## config.mk

```make
export PLATFORM = sky130hd
export DESIGN_NAME = if_id_queue_flat
export DESIGN_NICKNAME = d
export VERILOG_FILES = /design/src/rtl/if_id_queue_if.sv /design/src/rtl/if_id_queue.sv /design/src/flat_wrapper.sv
export SDC_FILE = /design/constraint.sdc
export NUM_CORES = 1
export LEC_CHECK = 0
export CORE_MARGIN = 2
export CORE_UTILIZATION = 38
export CTS_BUF_LIST = sky130_fd_sc_hd__clkbuf_8
export DETAILED_ROUTE_END_ITERATION = 10
export DONT_BUFFER_PORTS = 1
export PLACE_DENSITY_LB_ADDON = 0.2
export SKIP_CTS_REPAIR_TIMING = 1
export SYNTH_ARGS = -nofsm -noshare
export SYNTH_HDL_FRONTEND = slang
export SYNTH_SLANG_ARGS = --single-unit
```

## constraint.sdc

```tcl
create_clock -name clk -period 5 [get_ports clk]
set_input_delay 0.75 -clock clk [delete_from_list [all_inputs] [get_ports clk]]
set_output_delay 0.75 -clock clk [all_outputs]
set_load 0.005 [all_outputs]
```

## src/rtl/if_id_queue_if.sv

```systemverilog
// if_id_queue_if
//   Fetch-to-decode handshake bundle for the IF/ID queue.
//   Fetch side : in_valid, in_ready, in_pc, in_instr
//   Decode side: out_valid, out_ready, out_pc, out_instr
//   slave  : the queue's view (accepts from fetch, presents to decode)
//   master : the environment's view (fetch producer + decode consumer)
interface if_id_queue_if #(
  parameter int PC_W    = 64,
  parameter int INSTR_W = 32
);
  logic               in_valid;
  logic               in_ready;
  logic [PC_W-1:0]    in_pc;
  logic [INSTR_W-1:0] in_instr;
  logic               out_valid;
  logic               out_ready;
  logic [PC_W-1:0]    out_pc;
  logic [INSTR_W-1:0] out_instr;

  modport slave (
    input  in_valid, in_pc, in_instr, out_ready,
    output in_ready, out_valid, out_pc, out_instr
  );

  modport master (
    output in_valid, in_pc, in_instr, out_ready,
    input  in_ready, out_valid, out_pc, out_instr
  );
endinterface

```

## src/rtl/if_id_queue.sv

```systemverilog
// if_id_queue
//   Decoupling queue between fetch and decode. Holds up to DEPTH
//   {PC, instruction} pairs in a circular buffer. Decode sees a NOP bubble
//   (out_pc = 0, out_instr = NOP_INSTR) whenever the queue is empty.
// Ports:
//   clk    : clock, rising edge
//   reset  : asynchronous active-low reset
//   bus    : fetch/decode valid-ready handshake (if_id_queue_if.slave)
//   flush  : synchronous discard of all entries (redirect)
//   count  : current occupancy, 0..DEPTH
module if_id_queue #(
  parameter int                 PC_W      = 64,
  parameter int                 INSTR_W   = 32,
  parameter int                 DEPTH     = 4,
  parameter logic [INSTR_W-1:0] NOP_INSTR = 32'h0000_0013,
  parameter int                 CNT_W     = $clog2(DEPTH + 1)
) (
  input  logic              clk,
  input  logic              reset,
  if_id_queue_if.slave      bus,
  input  logic              flush,
  output logic [CNT_W-1:0]  count
);
  localparam int PTR_W = $clog2(DEPTH);

  logic [PTR_W-1:0]   r_rd_ptr;
  logic [PTR_W-1:0]   r_wr_ptr;
  logic [CNT_W-1:0]   r_count;
  logic [PC_W-1:0]    r_mem_pc    [DEPTH];
  logic [INSTR_W-1:0] r_mem_instr [DEPTH];

  logic w_full;
  logic w_empty;
  logic w_push;
  logic w_pop;

  // DEPTH need not be a power of two, so wrap by explicit compare.
  function automatic logic [PTR_W-1:0] f_next(input logic [PTR_W-1:0] p);
    return (p == PTR_W'(DEPTH - 1)) ? '0 : p + PTR_W'(1);
  endfunction

  // Ready/valid derive only from registered occupancy: no out_ready -> in_ready path.
  assign w_full  = (r_count == CNT_W'(DEPTH));
  assign w_empty = (r_count == '0);
  assign w_push  = bus.in_valid & ~w_full;
  assign w_pop   = ~w_empty & bus.out_ready;

  assign bus.in_ready  = ~w_full;
  assign bus.out_valid = ~w_empty;
  assign bus.out_pc    = w_empty ? '0        : r_mem_pc[r_rd_ptr];
  assign bus.out_instr = w_empty ? NOP_INSTR : r_mem_instr[r_rd_ptr];
  assign count         = r_count;

  always_ff @(posedge clk or negedge reset) begin
    if (!reset) begin
      r_rd_ptr <= '0;
      r_wr_ptr <= '0;
      r_count  <= '0;
    end else if (flush) begin
      r_rd_ptr <= '0;
      r_wr_ptr <= '0;
      r_count  <= '0;
    end else begin
      if (w_push) r_wr_ptr <= f_next(r_wr_ptr);
      if (w_pop)  r_rd_ptr <= f_next(r_rd_ptr);
      if (w_push && !w_pop)      r_count <= r_count + CNT_W'(1);
      else if (w_pop && !w_push) r_count <= r_count - CNT_W'(1);
    end
  end

  // Storage carries no reset; an entry is only visible once count covers it.
  always_ff @(posedge clk) begin
    if (w_push && !flush) begin
      r_mem_pc[r_wr_ptr]    <= bus.in_pc;
      r_mem_instr[r_wr_ptr] <= bus.in_instr;
    end
  end
endmodule

```

## src/flat_wrapper.sv

```systemverilog
// flat-port wrapper written by rule: the top's interface ports become plain ports
module if_id_queue_flat 
#(
  parameter int                 PC_W      = 64,
  parameter int                 INSTR_W   = 32,
  parameter int                 DEPTH     = 4,
  parameter logic [INSTR_W-1:0] NOP_INSTR = 32'h0000_0013,
  parameter int                 CNT_W     = $clog2(DEPTH + 1)
)
  (clk, reset, flush, count, bus_in_valid, bus_in_pc, bus_in_instr, bus_out_ready, bus_in_ready, bus_out_valid, bus_out_pc, bus_out_instr);
  if_id_queue_if #(.PC_W(PC_W), .INSTR_W(INSTR_W)) bus_i ();
  input  logic clk;
  input  logic reset;
  input  logic flush;
  output logic [CNT_W-1:0] count;
  input wire logic [$bits(bus_i.in_valid)-1:0] bus_in_valid;
  input wire logic [$bits(bus_i.in_pc)-1:0] bus_in_pc;
  input wire logic [$bits(bus_i.in_instr)-1:0] bus_in_instr;
  input wire logic [$bits(bus_i.out_ready)-1:0] bus_out_ready;
  output wire logic [$bits(bus_i.in_ready)-1:0] bus_in_ready;
  output wire logic [$bits(bus_i.out_valid)-1:0] bus_out_valid;
  output wire logic [$bits(bus_i.out_pc)-1:0] bus_out_pc;
  output wire logic [$bits(bus_i.out_instr)-1:0] bus_out_instr;
  assign bus_i.in_valid = bus_in_valid;
  assign bus_i.in_pc = bus_in_pc;
  assign bus_i.in_instr = bus_in_instr;
  assign bus_i.out_ready = bus_out_ready;
  assign bus_in_ready = bus_i.in_ready;
  assign bus_out_valid = bus_i.out_valid;
  assign bus_out_pc = bus_i.out_pc;
  assign bus_out_instr = bus_i.out_instr;
  if_id_queue #(.PC_W(PC_W), .INSTR_W(INSTR_W), .DEPTH(DEPTH), .NOP_INSTR(NOP_INSTR), .CNT_W(CNT_W)) u_core (.clk(clk), .reset(reset), .bus(bus_i), .flush(flush), .count(count));
endmodule
```

# Yosys cells after proc, flatten, opt, wreduce, memory -nomap -nowiden

Memory sizes are Yosys's and may differ from the RTL's.
Cells that the tools add are included.

Bits in registers: 7
Memory bits (writable): 384
Bits of input ports: 101
Output and inout bits: 101
Logic and storage cells: 39
Memories kept: 2

$add $sub $neg: 4
Equality and inequality tests: 3
Mux-type cells: 13
Bitwise gates (word level): 4
Reductions and logical operators: 10

Memories:

| name               | words | bits a word | rd ports | clocked after Yosys merged registers in | write ports | line              | RTL |
|---|---|---|---|---|---|---|---|
| u_core.r_mem_pc    | 4     | 64          | 1        | 0                                       | 1           | if_id_queue.sv:29 | `logic [PC_W-1:0] r_mem_pc [DEPTH];` |
| u_core.r_mem_instr | 4     | 32          | 1        | 0                                       | 1           | if_id_queue.sv:30 | `logic [INSTR_W-1:0] r_mem_instr [DEPTH];` |

Operators by type and width:

| kind                                                                | number |
|---|---|
| 64-bit two-way mux                                                  | 1 |
| 32-bit two-way mux                                                  | 1 |
| 2-bit two-way mux                                                   | 6 |
| 3-bit two-way mux                                                   | 3 |
| 2-bit by 1-bit adder with 2-bit output (second input constant)      | 2 |
| 2-bit == test (second input constant)                               | 2 |
| 2-bit nonzero test                                                  | 2 |
| 3-bit by 1-bit adder with 3-bit output (second input constant)      | 1 |
| 3-bit == test (second input constant)                               | 1 |
| 1-bit logical AND                                                   | 3 |
| 1-bit zero test                                                     | 3 |
| 3-bit zero test                                                     | 1 |
| 3-bit nonzero test                                                  | 1 |
| 3-bit by 1-bit subtractor with 3-bit output (second input constant) | 1 |
| 1-bit bitwise AND                                                   | 2 |
| 1-bit two-way mux                                                   | 2 |
| 1-bit inverter                                                      | 2 |

# Logic depth before layout (Yosys ltp)

Gate-level depths: netlist of the first run.

Depth after elaboration: 8
Gate-level depth with buffers: 8
Depth with buffers taken out: 7

# Worst setup path after synthesis of the first run

OpenSTA, ideal clock, no wires.

Path type: in2reg
From: input port bus_in_valid
To: memory u_core.r_mem_instr[0][0], enable pin
Arrival: 3.586 ns
Required time: 4.534 ns
Path slack: 0.948 ns
Cell stages on the path: 4
Path buffers: 1
Cells stage by stage: clkbuf_1 > inv_1 > nor3_1 > and2_1

Word-level cells in the longest chain between the ends: 4

RTL lines:

| element                                 | line               | RTL |
|---|---|---|
| start, declared                         | flat_wrapper.sv:16 | `input wire logic [$bits(bus_i.in_valid)-1:0] bus_in_valid;` |
| 1-bit bitwise AND                       | if_id_queue.sv:45  | `assign w_push = bus.in_valid & ~w_full;` |
| 1-bit logical AND                       | if_id_queue.sv:73  | `if (w_push && !flush) begin` |
| 1-bit two-way mux                       | if_id_queue.sv:73  |  |
| 1-bit two-way mux (not written as such) | if_id_queue.sv:75  | `r_mem_instr[r_wr_ptr] <= bus.in_instr;` |
| end, declared                           | if_id_queue.sv:30  |  |

Every way passes these cells.

# Final worst setup path of the first run

From: register u_core.r_rd_ptr[1]
To: output port bus_out_instr[4]

Word-level cells in the longest chain between the ends: 2

RTL lines:

| element                | line               | RTL |
|---|---|---|
| start, declared        | if_id_queue.sv:26  | `logic [PTR_W-1:0] r_rd_ptr;` |
| start signal, assigned | if_id_queue.sv:65  | `if (w_pop) r_rd_ptr <= f_next(r_rd_ptr);` |
| memory read 4 x 32 bit | --                 |  |
| 32-bit two-way mux     | if_id_queue.sv:51  | `assign bus.out_instr = w_empty ? NOP_INSTR : r_mem_instr[r_rd_ptr];` |
| end, declared          | flat_wrapper.sv:23 | `output wire logic [$bits(bus_i.out_instr)-1:0] bus_out_instr;` |

Every way passes these cells.

==> summary.txt, run 1 <==
Outcome
  – Run status: finished, final reports clean

Power and ir drop
  – Switching part of the total power: 0.2786
  – Power density relative to cell area: 480.5 nW/um^2
  – Worst voltage drop across the vdd grid: approximately 220 uV
  – Fraction of power consumed by sequential logic: 0.480
  – Combinational share of power: 0.209
  – Overall power of the completed layout: between 8 and 9 mW
  – Switching power summed over all nets: 2.248 mW
  – Clock group share of total power: 0.311
  – Leakage power: 5.226 nW
  – Internal power consumption: 5.822 mW

Place
  – Port buffer count: 0
  – Post-detailed-placement cell area: about 16000 um^2
  – Final HPWL from detailed placement: about 19000 um
  – Final GP Congestion: between 0.8 and 0.9

Global route
  – Antenna violations before repair: 1
  – Vias in the first global route: 7451
  – Total global-route track usage: 0.1543
  – Global-route wire length before repair: roughly 46000 um
  – Largest net degree at the start of global routing: 66
  – Remaining global-route overflow: 0

Synth
  – Net count of the mapped netlist: 777
  – Syn_area_per_cell: 22.43 um^2
  – Synthesis Warnings: 0
  – Seq/Total Area, Yosys: 0.7778
  – Number of cells produced by synthesis: 671
  – Cell Area, Synth: about 15000 um^2
  – Number of distinct library cells after synthesis: 34
  – Flop and latch count out of synthesis: 391

Layout
  – Final layout net count: 823
  – Layout fillers: 3333
  – Combined flip-flop and latch cell area: around 12000 um^2
  – Most frequent cells in the layout: 384 x sky130_fd_sc_hd__edfxtp_1, 96 x sky130_fd_sc_hd__mux4_2, 89 x sky130_fd_sc_hd__nor2b_1
  – Final instance area: 16790 um^2
  – Count of inserted antenna diode cells: 0
  – Footprint of the multi-input gates: 3110 um^2
  – Relative area change from synthesis to final layout: 11.58%
  – Most common library cell in the layout ignoring fill and taps: sky130_fd_sc_hd__edfxtp_1
  – Ratio of cells with drive above 1 in the final layout: 0.2579

STA
  – Fin. Hold Viols: 0
  – Portion of the clock cycle consumed by the worst path in the final layout: 0.6854
  – Final sum of negative setup slack: 0 ns
  – Maximum clock rate: around 0.29 GHz
  – RSZ-0062 raised after global routing: no
  – Tightest Pin Transition: 0.9105 ns
  – Final worst clock skew: 0.01975 ns
  – Worst relative slew slack: 0.3930
  – Final count of negative-setup-slack endpoints: 0
  – Count of final max-slew check failures: 0
  – Period minus WS final: 3.427 ns

Setup path
  – Worst-case reg-to-reg path depth: 4
  – Origin of the worst setup path: u_core.r_rd_ptr[1]
  – Reg-to-reg startpoint: u_core.count[0]
  – Startpoint class of the critical path: flop
  – Crit path required time: 4.25 ns
  – Worst Setup EP: bus_out_instr[4]
  – Crit. End Element: output pin
  – Critical Path Fanout Max: 48
  – Worst path arrival time: ~2.7 ns
  – Critical register-to-register path endpoint: u_core.r_mem_pc[1][17]
  – Worst R2R Setup Slack: 2.10 ns
  – Type of the setup path with the least slack: flop to output pin

Routing
  – Initial DRC Count: 303
  – First drt pass iteration count: 4
  – Total number of vias: 6562
  – Met3 wirelength from detailed routing: 3635 um
  – Length of routed met2 wiring: 14810 um
  – Number of remaining DRC errors: 0
  – Detailed-route wire length: 31300 um
  – WL met1: roughly 12000 um
  – Average wire length per cell after detail routing: around 24 um
  – Uppermost layer routed: met5
  – Number of routed nets with antenna violations: 0
  – Ratio of routed vias to standard cells: 5.119

Floorplanning
  – Die width: between 200 and 250 um
  – Full die area: 41220 um^2
  – Starting density of the core: 0.3876
  – Overall die height: 203.0 um
  – Number of top-level design ports: 202
  – Placeable core region: slightly below 40000 um^2
  – Row Count: between 70 and 80

Clock network
  – Clock buffers created by TritonCTS: 66
  – Library cell used as clock root buffer: sky130_fd_sc_hd__clkbuf_8
  – Htree depth: 3
  – Clock tree buffer depth: 3
  – Clock slew at the register clock pins of the worst setup and hold paths: 0.06 ns
  – Clock insertion delay at the later pin of the skew report: 0.60 ns
  – Number of clock sinks seen by CTS: 391
  – TritonCTS clock tree: done

Worst hold path
  – Class of the tightest hold or removal check: input pin to flop
  – Launch point of the worst hold path: flush

Job
  – Number of violations of the max-capacitance limit: 0
[Yosys cell counts]
cell	n	share of area
sky130_fd_sc_hd__and2b_1	4	0.0020
sky130_fd_sc_hd__a211oi_1	1	0.00050
sky130_fd_sc_hd__a21oi_1	2	0.00067
sky130_fd_sc_hd__mux2i_1	1	0.00067
sky130_fd_sc_hd__buf_4	2	0.0010
sky130_fd_sc_hd__mux4_2	96	0.14
sky130_fd_sc_hd__edfxtp_1	384	0.77
sky130_fd_sc_hd__and2_1	4	0.0017
sky130_fd_sc_hd__a221oi_2	1	0.0010
sky130_fd_sc_hd__nand3b_1	1	0.00050
sky130_fd_sc_hd__fa_1	1	0.0013
sky130_fd_sc_hd__o31ai_1	2	0.0010
sky130_fd_sc_hd__o311a_1	1	0.00067
sky130_fd_sc_hd__or2_1	3	0.0012
sky130_fd_sc_hd__o21a_1	2	0.0010
sky130_fd_sc_hd__clkbuf_1	17	0.0042
sky130_fd_sc_hd__ha_1	4	0.0033
sky130_fd_sc_hd__nor3b_1	1	0.00050
sky130_fd_sc_hd__nor2_1	8	0.0020
sky130_fd_sc_hd__a31o_2	1	0.00058
sky130_fd_sc_hd__nand3_1	2	0.00067
sky130_fd_sc_hd__xor2_1	2	0.0012
sky130_fd_sc_hd__o21ai_0	3	0.0010
sky130_fd_sc_hd__o311ai_0	1	0.00058
sky130_fd_sc_hd__nor2b_1	89	0.037
sky130_fd_sc_hd__and3_1	1	0.00042
sky130_fd_sc_hd__buf_6	4	0.0030
sky130_fd_sc_hd__nor3_4	1	0.0011
sky130_fd_sc_hd__buf_2	12	0.0040
sky130_fd_sc_hd__mux2_2	2	0.0015
sky130_fd_sc_hd__buf_8	2	0.0020
sky130_fd_sc_hd__nor3_1	1	0.00033
sky130_fd_sc_hd__dfrtp_1	7	0.012
sky130_fd_sc_hd__inv_1	8	0.0020
[routing by layer]
metal,track usage,vias up
met2,0.2440,227
li1,-,2824
met3,0.08780,63
met5,0,-
met4,0.05057,2
met1,0.1771,3446
[worst min-delay path by stage]
stage | to | slack, ns | cells past startpoint
4_1_cts | u_core.r_rd_ptr[0] | -0.20 | 0
2_1_floorplan | u_core.count[0] | 0.45 | 0
6_report | u_core.r_rd_ptr[0] | 0.23 | 1
5_1_grt | u_core.r_rd_ptr[0] | 0.17 | 1
3_3_place_gp | u_core.r_wr_ptr[1] | 0.46 | 0
3_5_place_dp | u_core.r_wr_ptr[1] | 0.46 | 0
[stage by stage]
stage               hold slack (ns)    util  worst slack (ns)  cells
floorplan                    0.4544       -            0.9480    671
global placement             0.4553  0.4023             2.082   1166
detailed placement           0.4553  0.4023             2.057   1166
CTS                         -0.1971  0.4323             1.490   1281
global route                 0.1709  0.4325             1.425   1282
finish                       0.2283  0.4325             1.573   1282
[worst max-delay path, stage by stage, from the launching register on]
cell and delay, ns:
sky130_fd_sc_hd__dfrtp_4 0.94, sky130_fd_sc_hd__buf_4 0.51, sky130_fd_sc_hd__mux4_2 0.37, sky130_fd_sc_hd__or2_1 0.24
[final cells by class]
type,instances,share of cell area
clock inverters,47,0.01356
inverters,8,0.001788
clock buffers,68,0.05573
repair buffers,15,0.007599
flip-flops and latches,391,0.6975
well taps,518,0.03859
multi-input cells,235,0.1852
[cells by family (layout without fill, tap and decap cells)]
family / after synthesis / in the layout / synth area share
AO/OA/AOI/OAI: 14 / 14 / 0.006982
buffers and inverters: 45 / 138 / 0.01621
flip-flops: 391 / 391 / 0.7778
XOR/XNOR: 2 / 2 / 0.001164
adder cells (fa/ha/maj): 5 / 5 / 0.004656
multiplexers: 99 / 99 / 0.1458
AND/OR/NAND/NOR: 115 / 115 / 0.04739
[flip-flops by register name (all words and copies together), names as in the netlist]
| name | flops |
|---|---|
| u_core.r_mem_pc | 256 |
| u_core.r_mem_instr | 128 |
| u_core.count | 3 |
| u_core.r_rd_ptr | 2 |
| u_core.r_wr_ptr | 2 |
[power by group through the flow]
stage | Sequential (mW) | Combinational, mW | Clock, mW
final | 3.87 | 1.69 | 2.51
after global routing | 3.89 | 1.86 | 2.74
after CTS | 3.88 | 1.76 | 2.60
after detailed placement | 3.95 | 1.74 | 0
after global placement | 3.93 | 1.72 | 0
after floorplan | 3.88 | 1.40 | 0
(Power assumes the default switching activity.)
==> inputs of run 2 (changes only) <==
- ABC_AREA: unset -> 1
- clock period: 5 -> 2.9 ns (I/O delays scaled with it)
==> summary.txt, run 2 <==
Clock network
  – Library cell used as clock root buffer: sky130_fd_sc_hd__clkbuf_8
  – Clock tree buffer depth: 3 (unchanged)
  – TritonCTS clock tree: done
  – Htree depth: 3 (unchanged)
  – Clock slew at the register clock pins of the worst setup and hold paths: 0.05 ns (about the same)
  – Number of clock sinks seen by CTS: 391 (unchanged)
  – Clock insertion delay at the later pin of the skew report: 0.60 ns (about the same)
  – Clock buffers created by TritonCTS: 69 (+4.5%)

Synth
  – Number of cells produced by synthesis: 1198 (+79%)
  – Flop and latch count out of synthesis: 391 (unchanged)
  – Synthesis Warnings: 0 (unchanged)
  – Most frequent cell after synthesis: sky130_fd_sc_hd__edfxtp_1
  – Top flip-flop cell by instance count after synthesis: sky130_fd_sc_hd__edfxtp_1
  – Syn_area_per_cell: 12.84 um^2 (-43%)
  – Yosys top cell by area: sky130_fd_sc_hd__edfxtp_1
  – Share of flip-flops with an asynchronous set or reset: 0.01790 (unchanged)
  – Net count of the mapped netlist: 1304 (+68%)
  – Cell types with the largest area share after synthesis: sky130_fd_sc_hd__edfxtp_1 75%, sky130_fd_sc_hd__nor2_1 9.2%, sky130_fd_sc_hd__o21ai_0 4.8%
  – Most common library cells after synthesis: 384 x sky130_fd_sc_hd__edfxtp_1, 378 x sky130_fd_sc_hd__nor2_1, 149 x sky130_fd_sc_hd__o21ai_0, 102 x sky130_fd_sc_hd__a21oi_1, 43 x sky130_fd_sc_hd__o21ai_1
  – Cell Area, Synth: 15380 um^2 (+2.2%)
  – Seq/Total Area, Yosys: 0.7613 (-0.01652)
  – Yosys top cell area share: 0.7499 (-0.01627)
  – Number of distinct library cells after synthesis: 22 (-35%)
  – Number of flops mapped to enable cells by yosys: 384 (unchanged)

STA
  – Worst relative slew slack: 0.5945 (+0.2015)
  – RSZ-0062 raised after global routing: no
  – Count of final max-slew check failures: 0 (unchanged)
  – Fin. Hold Viols: 0 (unchanged)
  – Maximum clock rate: 0.3793 GHz
  – Tightest Pin Transition: 0.6082 ns (-0.3023 ns)
  – Final worst clock skew: 0.01363 ns (-0.006124 ns)
  – Portion of the clock cycle consumed by the worst path in the final layout: 0.9092
  – Final count of negative-setup-slack endpoints: 0 (unchanged)
  – Final sum of negative setup slack: 0 ns (unchanged)
  – Period minus WS final: 2.637 ns

Setup path
  – Critical Path Fanout Max: 101 (+110%)
  – Worst path arrival time: 2.20 ns (-0.48 ns)
  – Worst R2R Setup Slack: 0.67 ns (-1.43 ns)
  – Crit path required time: 2.47 ns (-1.78 ns)
  – Origin of the worst setup path: u_core.r_rd_ptr[0]
  – Crit. End Element: output pin
  – Critical register-to-register path endpoint: u_core.r_mem_instr[1][13]
  – Reg-to-reg startpoint: u_core.count[0]
  – Startpoint class of the critical path: flop
  – Type of the setup path with the least slack: flop to output pin
  – Worst-case reg-to-reg path depth: 7 (+3)

Global route
  – Global routing met1 resource utilization: 0.1956 (+0.01851)
  – Vias in the first global route: 9027 (+21%)
  – Met2 usage: 0.2762 (+0.03218)
  – Met3 global-route usage: 0.06666 (-0.02114)
  – Total global-route track usage: 0.1676 (+0.01333)
  – Most congested layer reported by global routing: met2
  – Antenna violations before repair: 1 (unchanged)
  – Largest net degree at the start of global routing: 102 (+55%)
  – Global-route wire length before repair: 52800 um (+14%)
  – Remaining global-route overflow: 0 (unchanged)

Floorplanning
  – Placeable core region: 39820 um^2 (+2.6%)
  – Row Count: 73 (+1.4%)
  – Overall die height: 205.2 um (+1.1%)
  – Die width: 205.2 um (+1.1%)
  – Starting density of the core: 0.3861 (-0.001494)
  – Full die area: 42090 um^2 (+2.1%)
  – Number of top-level design ports: 202 (unchanged)

Power and ir drop
  – Combinational share of power: 0.207 (-0.002)
  – Clock group share of total power: 0.328 (+0.017)
  – Switching part of the total power: 0.3045 (+0.02590)
  – Switching power summed over all nets: 4.336 mW (+93%)
  – Power density relative to cell area: 784.4 nW/um^2 (+63%)
  – Worst voltage drop across the vdd grid: 406.0 uV (+88%)
  – Leakage power: 6.143 nW (+18%)
  – Fraction of power consumed by sequential logic: 0.465 (-0.015)
  – Internal power consumption: 9.903 mW (+70%)

Layout
  – Most frequent cells in the layout: 384 x sky130_fd_sc_hd__edfxtp_1, 374 x sky130_fd_sc_hd__nor2_1, 149 x sky130_fd_sc_hd__o21ai_0
  – Largest register FFs: 256 (unchanged)
  – Ratio of cells with drive above 1 in the final layout: 0.08923 (-0.1686)
  – Layout fillers: 3643 (+9.3%)
  – Final layout net count: 1420 (+73%)
  – Most common library cell in the layout ignoring fill and taps: sky130_fd_sc_hd__edfxtp_1
  – Final instance area: 18150 um^2 (+8.1%)
  – Largest register by flop count: u_core.r_mem_pc
  – Relative area change from synthesis to final layout: 18.06%

Routing
  – Average wire length per cell after detail routing: 18.90 um (-23%)
  – Detailed-route wire length: 35570 um (+14%)
  – First drt pass iteration count: 5 (+1)
  – Ratio of routed vias to standard cells: 4.984 (-2.6%)
  – Total number of vias: 9379 (+43%)
  – Number of remaining DRC errors: 0 (unchanged)
  – Initial DRC Count: 560 (+85%)
  – Number of routed nets with antenna violations: 0 (unchanged)

Worst hold path
  – Class of the tightest hold or removal check: input pin to flop
  – Launch point of the worst hold path: bus_out_ready
  – Worst Hold Path Cells: 2 (+1)
  – Hold Crit Endpoint: u_core.r_rd_ptr[0]

Place
  – Final GP Congestion: 0.7550 (-10%)
  – Final HPWL from detailed placement: 17960 um (-5.2%)
  – Port buffer count: 0 (unchanged)
  – Post-detailed-placement cell area: 15930 um^2 (+2.0%)

Outcome
  – Run status: finished, final reports clean

Job
  – Number of violations of the max-capacitance limit: 0 (unchanged)
==> run 2: critical path, stage by stage (launching register included) <==
cell                      delay [ns]
sky130_fd_sc_hd__dfrtp_4        0.46
sky130_fd_sc_hd__buf_12         0.39
sky130_fd_sc_hd__nand2_1        0.11
sky130_fd_sc_hd__nand2_1        0.08
sky130_fd_sc_hd__a21oi_1        0.04
sky130_fd_sc_hd__o21ai_0        0.28
sky130_fd_sc_hd__buf_4          0.18
==> run 2: final cells by class <==
| type | count | area [um^2] | share of cell area |
|---|---|---|---|
| Clock buffer | 74 | 1018 | 0.05610 |
| Inverter | 17 | 70.07 | 0.003860 |
| Sequential cell | 391 | 11710 | 0.6453 |
| Timing Repair Buffer | 120 | 1309 | 0.07209 |
| Multi-Input combinational cell | 715 | 3159 | 0.1740 |
| Antenna cell | 1 | 2.502 | 0.0001378 |
| Clock inverter | 39 | 224.0 | 0.01234 |
| Tap cell | 525 | 656.9 | 0.03618 |
==> run 2: how the worst max path moves through the flow <==
stage | endpoint | slack, ns | depth (start not counted)
finish | bus_out_instr[4] | 0.26 | 6
CTS | bus_out_instr[4] | 0.16 | 6
global route | bus_out_instr[4] | 0.05 | 6
global placement | u_core.r_mem_instr[1][18] | 0.74 | 7
floorplan | u_core.r_mem_instr[0][0] | -0.98 | 4
detailed placement | u_core.r_mem_instr[1][24] | 0.69 | 7
==> run 2: logic make-up (layout without fill, tap and decap cells) <==
logic type	count (synthesis)	after routing	synth area share
AOI/OAI and AO/OA	294	294	0.09569
DFF	391	391	0.7613
and+or+nand+nor	415	415	0.1027
adders and majority gates	5	5	0.004557
buffers and inverters	92	250	0.03523
other	0	1	0
xor gates and xnor gates	1	1	0.0005697
==> run 2: through the flow <==
step                      hold slack [ns]  setup slack [ns]  cells  power (mW)    util
after floorplan                    0.1394           -0.9838   1198       8.747       -
after global placement             0.1396            0.7391   1670       9.579  0.4000
after detailed placement           0.1397            0.6878   1670       9.608  0.4000
after CTS                         -0.5423            0.1552   1783       14.33  0.4312
after global routing              0.01860           0.04651   1882       15.03  0.4559
final                             0.04354            0.2634   1882       14.24  0.4559
==> run 2: layer usage <==
layer / part of all wire / up-vias
met2: 0.49 / 251
li1: - / 4484
met1: 0.42 / 4575
met4: 0.027 / 0
met5: 0 / -
met3: 0.066 / 69
==> run 2: power by group through the flow <==
stage | Sequential (mW) | Clock (mW) | Combinational (mW)
after floorplan | 6.73 | 0 | 2.01
after global placement | 6.74 | 0 | 2.84
after detailed placement | 6.74 | 0 | 2.87
after CTS | 6.63 | 4.82 | 2.88
after global routing | 6.65 | 5.05 | 3.33
final | 6.62 | 4.67 | 2.95
==> inputs of run 3 (changes only) <==
- REMOVE_ABC_BUFFERS: unset -> 1
==> summary.txt, run 3 (synthesis results as in run 2) <==
Routing
  – First drt pass iteration count: 5 (unchanged)
  – Average wire length per cell after detail routing: 19.10 um (+1.1%)
  – Number of routed nets with antenna violations: 0 (unchanged)
  – Total number of vias: 9309 (-0.75%)
  – Initial DRC Count: 495 (-12%)
  – Number of remaining DRC errors: 0 (unchanged)
  – Ratio of routed vias to standard cells: 4.925 (-1.2%)
  – Detailed-route wire length: 36100 um (+1.5%)

Worst hold path
  – Launch point of the worst hold path: bus_out_ready
  – Hold Crit Endpoint: u_core.r_rd_ptr[0]
  – Worst Hold Path Cells: 2 (unchanged)
  – Class of the tightest hold or removal check: input pin to flop

Global route
  – Global-route wire length before repair: 53950 um (+2.2%)
  – Vias in the first global route: 9044 (+0.19%)
  – Total global-route track usage: 0.1714 (+0.003747)
  – Antenna violations before repair: 2 (+1)
  – Remaining global-route overflow: 0 (unchanged)
  – Largest net degree at the start of global routing: 132 (+29%)

Place
  – Post-detailed-placement cell area: 16070 um^2 (+0.86%)
  – Post-placement setup slack: 0.6498 ns (-0.03804 ns)
  – Port buffer count: 0 (unchanged)
  – Final GP Congestion: 0.7122 (-5.7%)
  – Final HPWL from detailed placement: 20020 um (+11%)
  – Placed Cells: 1678 (+0.48%)

Layout
  – Final core occ: 0.4588 (+0.002954)
  – Ratio of cells with drive above 1 in the final layout: 0.08798 (-0.001256)
  – Post-layout instance count excluding filler cells: 1890 (+0.43%)
  – Layout fillers: 3598 (-1.2%)
  – Final layout net count: 1427 (+0.49%)
  – Most common library cell in the layout ignoring fill and taps: sky130_fd_sc_hd__edfxtp_1
  – Largest register by flop count: u_core.r_mem_pc
  – Relative area change from synthesis to final layout: 18.82%
  – Final instance area: 18270 um^2 (+0.65%)
  – Largest register FFs: 256 (unchanged)
  – Most frequent cells in the layout: 384 x sky130_fd_sc_hd__edfxtp_1, 374 x sky130_fd_sc_hd__nor2_1, 149 x sky130_fd_sc_hd__o21ai_0

Setup path
  – Worst R2R Setup Slack: 0.66 ns (about the same)
  – Worst-case reg-to-reg path depth: 7 (unchanged)
  – Crit. End Element: output pin
  – Critical register-to-register path endpoint: u_core.r_mem_pc[3][56]
  – Type of the setup path with the least slack: flop to output pin
  – Critical Path Fanout Max: 39 (-61%)
  – Startpoint class of the critical path: flop
  – Crit path required time: 2.47 ns (about the same)
  – Worst path arrival time: 2.30 ns (+0.10 ns)
  – Crit path cell chain: inv_6 -> buf_4 -> o21ai_0 -> a21oi_1
  – Delay of the slowest critical-path stage: 0.53 ns (+0.07 ns)
  – Reg-to-reg startpoint: u_core.count[0]
  – Max stage delay cell, worst path: sky130_fd_sc_hd__dfrtp_4

STA
  – RSZ-0062 raised after global routing: yes
  – Final count of negative-setup-slack endpoints: 0 (unchanged)
  – Final worst clock skew: 0.02551 ns (+0.01189 ns)
  – Tightest Pin Transition: 0.6685 ns (+0.06031 ns)
  – Final sum of negative setup slack: 0 ns (unchanged)
  – Count of final max-slew check failures: 0 (unchanged)
  – Worst relative slew slack: 0.5543 (-0.04021)
  – Maximum clock rate: 0.3653 GHz (-3.7%)
  – Final hold slack: 0.06256 ns (+0.01903 ns)
  – Post-layout worst setup margin: 0.1624 ns (-0.1010 ns)
  – Portion of the clock cycle consumed by the worst path in the final layout: 0.9440 (+0.03482)
  – Period minus WS final: 2.738 ns (+0.1010 ns)
  – Fin. Hold Viols: 0 (unchanged)

Power and ir drop
  – Overall power of the completed layout: 14.13 mW (-0.74%)
  – Worst voltage drop across the vdd grid: 416.2 uV (+2.5%)
  – Power density relative to cell area: 773.5 nW/um^2 (-1.4%)
  – Leakage power: 6.193 nW (+0.81%)

Clock network
  – Library cell used as clock root buffer: sky130_fd_sc_hd__clkbuf_8
  – Clock insertion delay at the later pin of the skew report: 0.59 ns (about the same)
  – Clock buffers created by TritonCTS: 68 (-1.4%)
  – Htree depth: 3 (unchanged)
  – TritonCTS clock tree: done
  – Number of clock sinks seen by CTS: 391 (unchanged)
  – Clock tree buffer depth: 3 (unchanged)
  – Clock slew at the register clock pins of the worst setup and hold paths: 0.06 ns (about the same)

Floorplanning
  – Overall die height: 205.2 um (unchanged)
  – Number of top-level design ports: 202 (unchanged)
  – Starting density of the core: 0.3861 (unchanged)
  – Die width: 205.2 um (unchanged)
  – Row Count: 73 (unchanged)
  – Placeable core region: 39820 um^2 (unchanged)
  – Full die area: 42090 um^2 (unchanged)

Outcome
  – Run status: finished, final reports clean

Job
  – Number of violations of the max-capacitance limit: 0 (unchanged)
-- run 3: routing by layer --
metal,wire length [um],GRT usage
met1,16450,0.2251
met3,2252,0.06045
met4,500,0.05550
met2,16890,0.2658
met5,13,0
-- run 3: area by class of cell --
cell class	count	area (um^2)	share of cell area
sequential	391	11710	0.6411
multi-input combinational	715	3159	0.1729
timing repair buffer	128	1455	0.07964
clock buffer	73	1005	0.05499
tap	525	656.9	0.03595
clock inverter	40	206.4	0.01130
inverter	17	72.57	0.003972
antenna	1	2.502	0.0001370
-- run 3: report_power, final --
group	total, mW	switching (mW)	internal, mW
Combinational	2.97	2.13	0.840
Sequential	6.63	0.0913	6.53
Clock	4.54	2.07	2.47
Total	14.1	4.29	9.84
-- run 3: how the worst max path moves through the flow --
| stage | cells past startpoint | start | slack [ns] | endpoint |
|---|---|---|---|---|
| after floorplan | 3 | u_core.r_rd_ptr[0] | -3.44 | bus_out_instr[10] |
| after global placement | 7 | u_core.count[0] | 0.68 | u_core.r_mem_pc[3][62] |
| after detailed placement | 7 | u_core.count[0] | 0.65 | u_core.r_mem_pc[2][49] |
| after CTS | 4 | u_core.r_rd_ptr[0] | 0.07 | bus_out_pc[53] |
| after global routing | 4 | u_core.r_rd_ptr[0] | -0.004 | bus_out_pc[53] |
| final | 4 | u_core.r_rd_ptr[0] | 0.16 | bus_out_pc[1] |
-- run 3: worst max-delay path, delay by kind of cell (launching register included) --
kind                   cells  cell delay [ns]
buffers and inverters      2             0.69
DFF                        1             0.53
AOI/OAI and AO/OA          2             0.49
